**config.mk**
```make
export PLATFORM = sky130hd
export DESIGN_NAME = fifo_wr_arbiter
export DESIGN_NICKNAME = d
export VERILOG_FILES = /design/src/rtl/fifo_wr_arbiter.sv
export SDC_FILE = /design/constraint.sdc
export NUM_CORES = 1
export LEC_CHECK = 0
export ABC_AREA = 1
export BUFFER_PORTS_ARGS = -buffer_cell sky130_fd_sc_hd__buf_4
export CAP_MARGIN = 10
export CORE_ASPECT_RATIO = 1.5
export CORE_MARGIN = 3
export CORE_UTILIZATION = 36
export CTS_BUF_LIST = sky130_fd_sc_hd__clkbuf_8
export DETAILED_ROUTE_END_ITERATION = 8
export PLACE_DENSITY_LB_ADDON = 0.25
export SLEW_MARGIN = 0
export SYNTH_ARGS = -nofsm -noshare
export SYNTH_HDL_FRONTEND = slang
export SYNTH_SLANG_ARGS = --single-unit
export TNS_END_PERCENT = 100
```
**constraint.sdc**
```tcl
create_clock -name clk -period 1.6 [get_ports clk]
set_clock_uncertainty 0.15 [all_clocks]
set_input_delay 0.16 -clock clk [delete_from_list [all_inputs] [get_ports clk]]
set_output_delay 0.16 -clock clk [all_outputs]
set_load 0.02 [all_outputs]
```
**src/rtl/fifo_wr_arbiter.sv**
```systemverilog
// Round-robin write arbiter: NUM_REQ bursting producers share one FIFO write port.
// Define ARB_STATS_EN to build the per-requester saturating beat counters.
module fifo_wr_arbiter #(
  parameter int NUM_REQ   = 4,
  parameter int DATA_W    = 8,
  parameter int MAX_BURST = 4
) (
  input  logic                      clk,
  input  logic                      rst,
  input  logic [NUM_REQ-1:0]        req_valid,
  input  logic [NUM_REQ*DATA_W-1:0] req_data,
  input  logic [NUM_REQ-1:0]        req_last,
  output logic [NUM_REQ-1:0]        req_ready,
  output logic                      fifo_wr,
  output logic [DATA_W-1:0]         fifo_din,
  input  logic                      fifo_full,
  output logic [2:0]                grant_id,
  output logic                      busy,
  output logic [16*NUM_REQ-1:0]     stat_beats
);

  localparam int IW = (NUM_REQ > 1) ? $clog2(NUM_REQ) : 1;

  typedef enum logic {
    S_IDLE,
    S_GRANT
  } state_t;

  state_t     r_state, w_state_nx;
  logic [2:0] r_gid, w_gid_nx;
  logic [2:0] r_rr_ptr, w_rr_nx;
  logic [3:0] r_beat_cnt, w_cnt_nx;

  logic          w_found;
  logic [2:0]    w_pick;
  logic [IW-1:0] w_idx;
  logic [IW-1:0] w_g;
  logic          w_active;
  logic          w_beat;
  logic          w_release;

  assign w_g      = r_gid[IW-1:0];
  assign w_active = (r_state == S_GRANT) && !rst;
  assign busy     = (r_state == S_GRANT);
  assign grant_id = r_gid;

  // Descending scan so the nearest set bit after rr_ptr wins.
  always_comb begin
    w_found = 1'b0;
    w_pick  = '0;
    w_idx   = '0;
    for (int k = NUM_REQ; k >= 1; k--) begin
      w_idx = IW'((int'(r_rr_ptr) + k) % NUM_REQ);
      if (req_valid[w_idx]) begin
        w_found = 1'b1;
        w_pick  = 3'(w_idx);
      end
    end
  end

  always_comb begin
    req_ready = '0;
    w_beat    = 1'b0;
    fifo_din  = '0;
    if (w_active) begin
      req_ready[w_g] = !fifo_full;
      w_beat         = req_valid[w_g] && !fifo_full;
    end
    if (w_beat) begin
      fifo_din = req_data[int'(w_g)*DATA_W +: DATA_W];
    end
    fifo_wr = w_beat;
  end

  always_comb begin
    w_state_nx = r_state;
    w_gid_nx   = r_gid;
    w_rr_nx    = r_rr_ptr;
    w_cnt_nx   = r_beat_cnt;
    w_release  = 1'b0;
    unique case (r_state)
      S_IDLE: begin
        if (w_found) begin
          w_state_nx = S_GRANT;
          w_gid_nx   = w_pick;
          w_cnt_nx   = '0;
        end
      end
      S_GRANT: begin
        if (w_beat) begin
          w_cnt_nx = r_beat_cnt + 4'd1;
        end
        w_release = !req_valid[w_g] ||
                    (w_beat && (req_last[w_g] ||
                                w_cnt_nx == 4'(MAX_BURST)));
        if (w_release) begin
          w_state_nx = S_IDLE;
          w_rr_nx    = r_gid;
          w_cnt_nx   = '0;
        end
      end
      default: w_state_nx = S_IDLE;
    endcase
  end

  always_ff @(posedge clk) begin
    if (rst) begin
      r_state    <= S_IDLE;
      r_gid      <= '0;
      r_rr_ptr   <= 3'(NUM_REQ - 1);
      r_beat_cnt <= '0;
    end else begin
      r_state    <= w_state_nx;
      r_gid      <= w_gid_nx;
      r_rr_ptr   <= w_rr_nx;
      r_beat_cnt <= w_cnt_nx;
    end
  end

`ifdef ARB_STATS_EN
  logic [15:0] r_stat [NUM_REQ];

  always_ff @(posedge clk) begin
    if (rst) begin
      for (int i = 0; i < NUM_REQ; i++) begin
        r_stat[i] <= '0;
      end
    end else if (w_beat && r_stat[w_g] != 16'hFFFF) begin
      r_stat[w_g] <= r_stat[w_g] + 16'd1;
    end
  end

  always_comb begin
    stat_beats = '0;
    for (int i = 0; i < NUM_REQ; i++) begin
      stat_beats[i*16 +: 16] = r_stat[i];
    end
  end
`else
  assign stat_beats = '0;
`endif

endmodule

```
==> impl_metrics.toml <==
[run_status]
status = "finished with violations"
violations = "setup timing"

[global_routing]
grt.total_usage_pct = 14.5
grt_pass1_vias = 1413
grt_max_degree = 13
overflow = 0
grt_pass1_wl_mm = 5.80
antenna_found_initial = 0

[setup_path]
r2r-start = "grant_id[0]"
crit_path_start_kind = "flop"
cp_max_fo = 7
worstSetupEndpointType = "primary output"
crit_required_ns = 1.29
critPathLaunch = "grant_id[0]"
critical_path_arrival_ns = 1.47
worst-setup-path-type = "reg -> out"

[detailed_routing]
vias_per_cell = 4.32
drcViolationCount = 0
antenna_left = 0
vias = 1612
dr.first_iter.drc_count = 98
wl_mm = 3.94
first_pass_iters = 4
wl_per_cell_um = 10.6

[hold_path]
worstHoldPathType = "in -> reg"
min-delay-start = "rst"

[logic_synthesis]
synth_top_area_share_pct = 32.9
yosys-top-cells-area = "buf_4 (33%), nand2_1 (14%), dfxtp_1 (12%)"
synth.most_common_cell = "buf_4"
yosysSeqAreaShare_pct = 12.1
ys_ff_latch = 9
synthesis.area_mm2 = 0.00148
synthFlopType = "dfxtp_1"
netlist_instances = 233
yosys_warnings = 0
async_reset_ff_share_pct = 0
synthTopCellsByCount = "buf_4 (65), nand2_1 (57), inv_1 (14)"
synth_area_per_cell_um2 = 6.37
yosys.area.top_type = "buf_4"
synth_cell_types = 26
synth_edf_count = 0

[clock_tree]
tritoncts = "built"
numCtsBuffers = 3
clock_sinks = 9
h-tree-depth = 1
clkTransAtPathRegs_ns = 0.05
clk_latency_ns = 0.23
cts_root_buffer = "clkbuf_8"
cts.path.max_buffers = 2

[die]
io_pins = 124
die_x_um = 58.4
dieArea_mm2 = 0.00494
start_util_pct = 37.5
rows = 28
fp.coreArea_mm2 = 0.00396
die_y_um = 84.6

[cells_and_area]
syn2layout_area_growth_pct = 52.3
nFillCells = 375
fin_area_mm2 = 0.00226
fin_util_pct = 57.1
layout-drive-gt1-share_pct = 47.9
diodes = 0
final_nets = 373

[placed_design]
gp_congestion = 0.917
dpl.hpwl_mm = 3.21
dpl-instance-area_mm2 = 0.00192
io_buffers = 58

[timing]
fin_crit_sh_pct = 111
slew_violations = 0
setup_slack_ns = -0.178
holdWs_ns = 0.0574
clock.fmax_ghz = 0.562
fin_setup_tns_ns = -2.44
hold_viol = 0
rsz0062_at_grt = "true"
period_minus_slack_ns = 1.78
setup-violations-final = 16

[pwr]
p_leak_nw = 1.20
ir_worst_vdd_mv = 0.748
pwr_density_cell_mw_per_mm2 = 1050
power_mw = 2.37

[flow_run]
cap_viol_max_count = 0
==> layout by cell type (no fill, tap or decap) <==
master and instances:
clkinv_1 1, nor2_2 4, nand3_2 3, nand2_4 6, nand2_2 22, inv_4 1
inv_1 14, o21ai_0 3, a31oi_4 1, xnor2_1 1, nand3_1 6, a21oi_2 3
nand3b_1 2, a22oi_1 8, nor2_4 2, dfxtp_4 2, o21ai_2 2, buf_8 1
dfxtp_1 5, clkinv_2 1, a22oi_2 1, dfxtp_2 2, conb_1 65, xor2_4 1
nor2_1 5, buf_6 9, ha_1 1, nor3_2 3, a21oi_1 6, a31oi_1 8
buf_4 86, o21ai_1 2, inv_8 1, nand2_1 40, inv_2 1, buf_12 2
nand4_1 4, clkbuf_8 3
==> report_power, final <==
group	total, mW	internal [mW]	switching, mW
clock network	0.254	0.167	0.0876
logic	1.77	0.815	0.953
registers	0.350	0.279	0.0709
==> state kept, by name, summed over array words and instances (netlist names) <==
name	flops
grant_id	2
busy	1
r_rr_ptr	2
r_beat_cnt	4
==> per-stage QoR <==
stage,setup slack [ns],cells
global placement,-0.148,361
CTS,-0.179,369
global route,-0.365,373
finish,-0.178,373
floorplan,-0.188,297
detailed placement,-0.166,361
==> critical path: stages, from the launching register on <==
cell and delay (ns):
dfxtp_4 0.40, buf_4 0.16, nand2_1 0.07, clkinv_1 0.08, buf_4 0.15, nand2_1 0.05
a31oi_1 0.16, buf_4 0.17
==> timing repair <==
item / CTS / global route
setup buffers: 4 / 4
gates cloned: 0 / 0
endpoints found under the hold margin: 0 / 0
hold buffers: 0 / 0
setup endpoints to repair: 20 / 20
pin swaps: 7 / 13
resized for setup: 26 / 39
==> kinds of logic after synthesis <==
group | Yosys count | synth area share, %
xor+xnor | 2 | 1.18
other cells | 1 | 0.253
fa+ha+maj | 1 | 0.843
buf+inv | 89 | 42.2
flops | 9 | 12.1
compound gates | 34 | 13.7
simple gates | 97 | 29.6
==> worst paths after layout <==
path,endpoint,cells after the start,slack (ns)
setup reg to reg,busy,15,-0.18
hold reg to reg,r_beat_cnt[3],2,0.34
hold / removal,grant_id[0],3,0.06
setup / recovery,fifo_din[3],7,-0.18
==> layout make-up <==
class                      count  area (µm²)  share of cell area (%)
timing repair buffer          98         802                    35.5
inverter                      18        78.8                    3.49
sequential                     9         190                    8.42
clock inverter                 1        3.75                   0.166
multi-input combinational    199        1090                    48.1
clock buffer                   3        41.3                    1.83
tap                           45        56.3                    2.49
==> per-layer routing <==
metal	up-vias	global-route usage, %	part of all wire [%]
li1	817	-	-
met3	4	2.92	13
met5	-	0	0
met2	95	27.5	53
met1	696	14.9	33
met4	0	5.70	1.2
No activity file was read; power rests on OpenSTA's default activity.
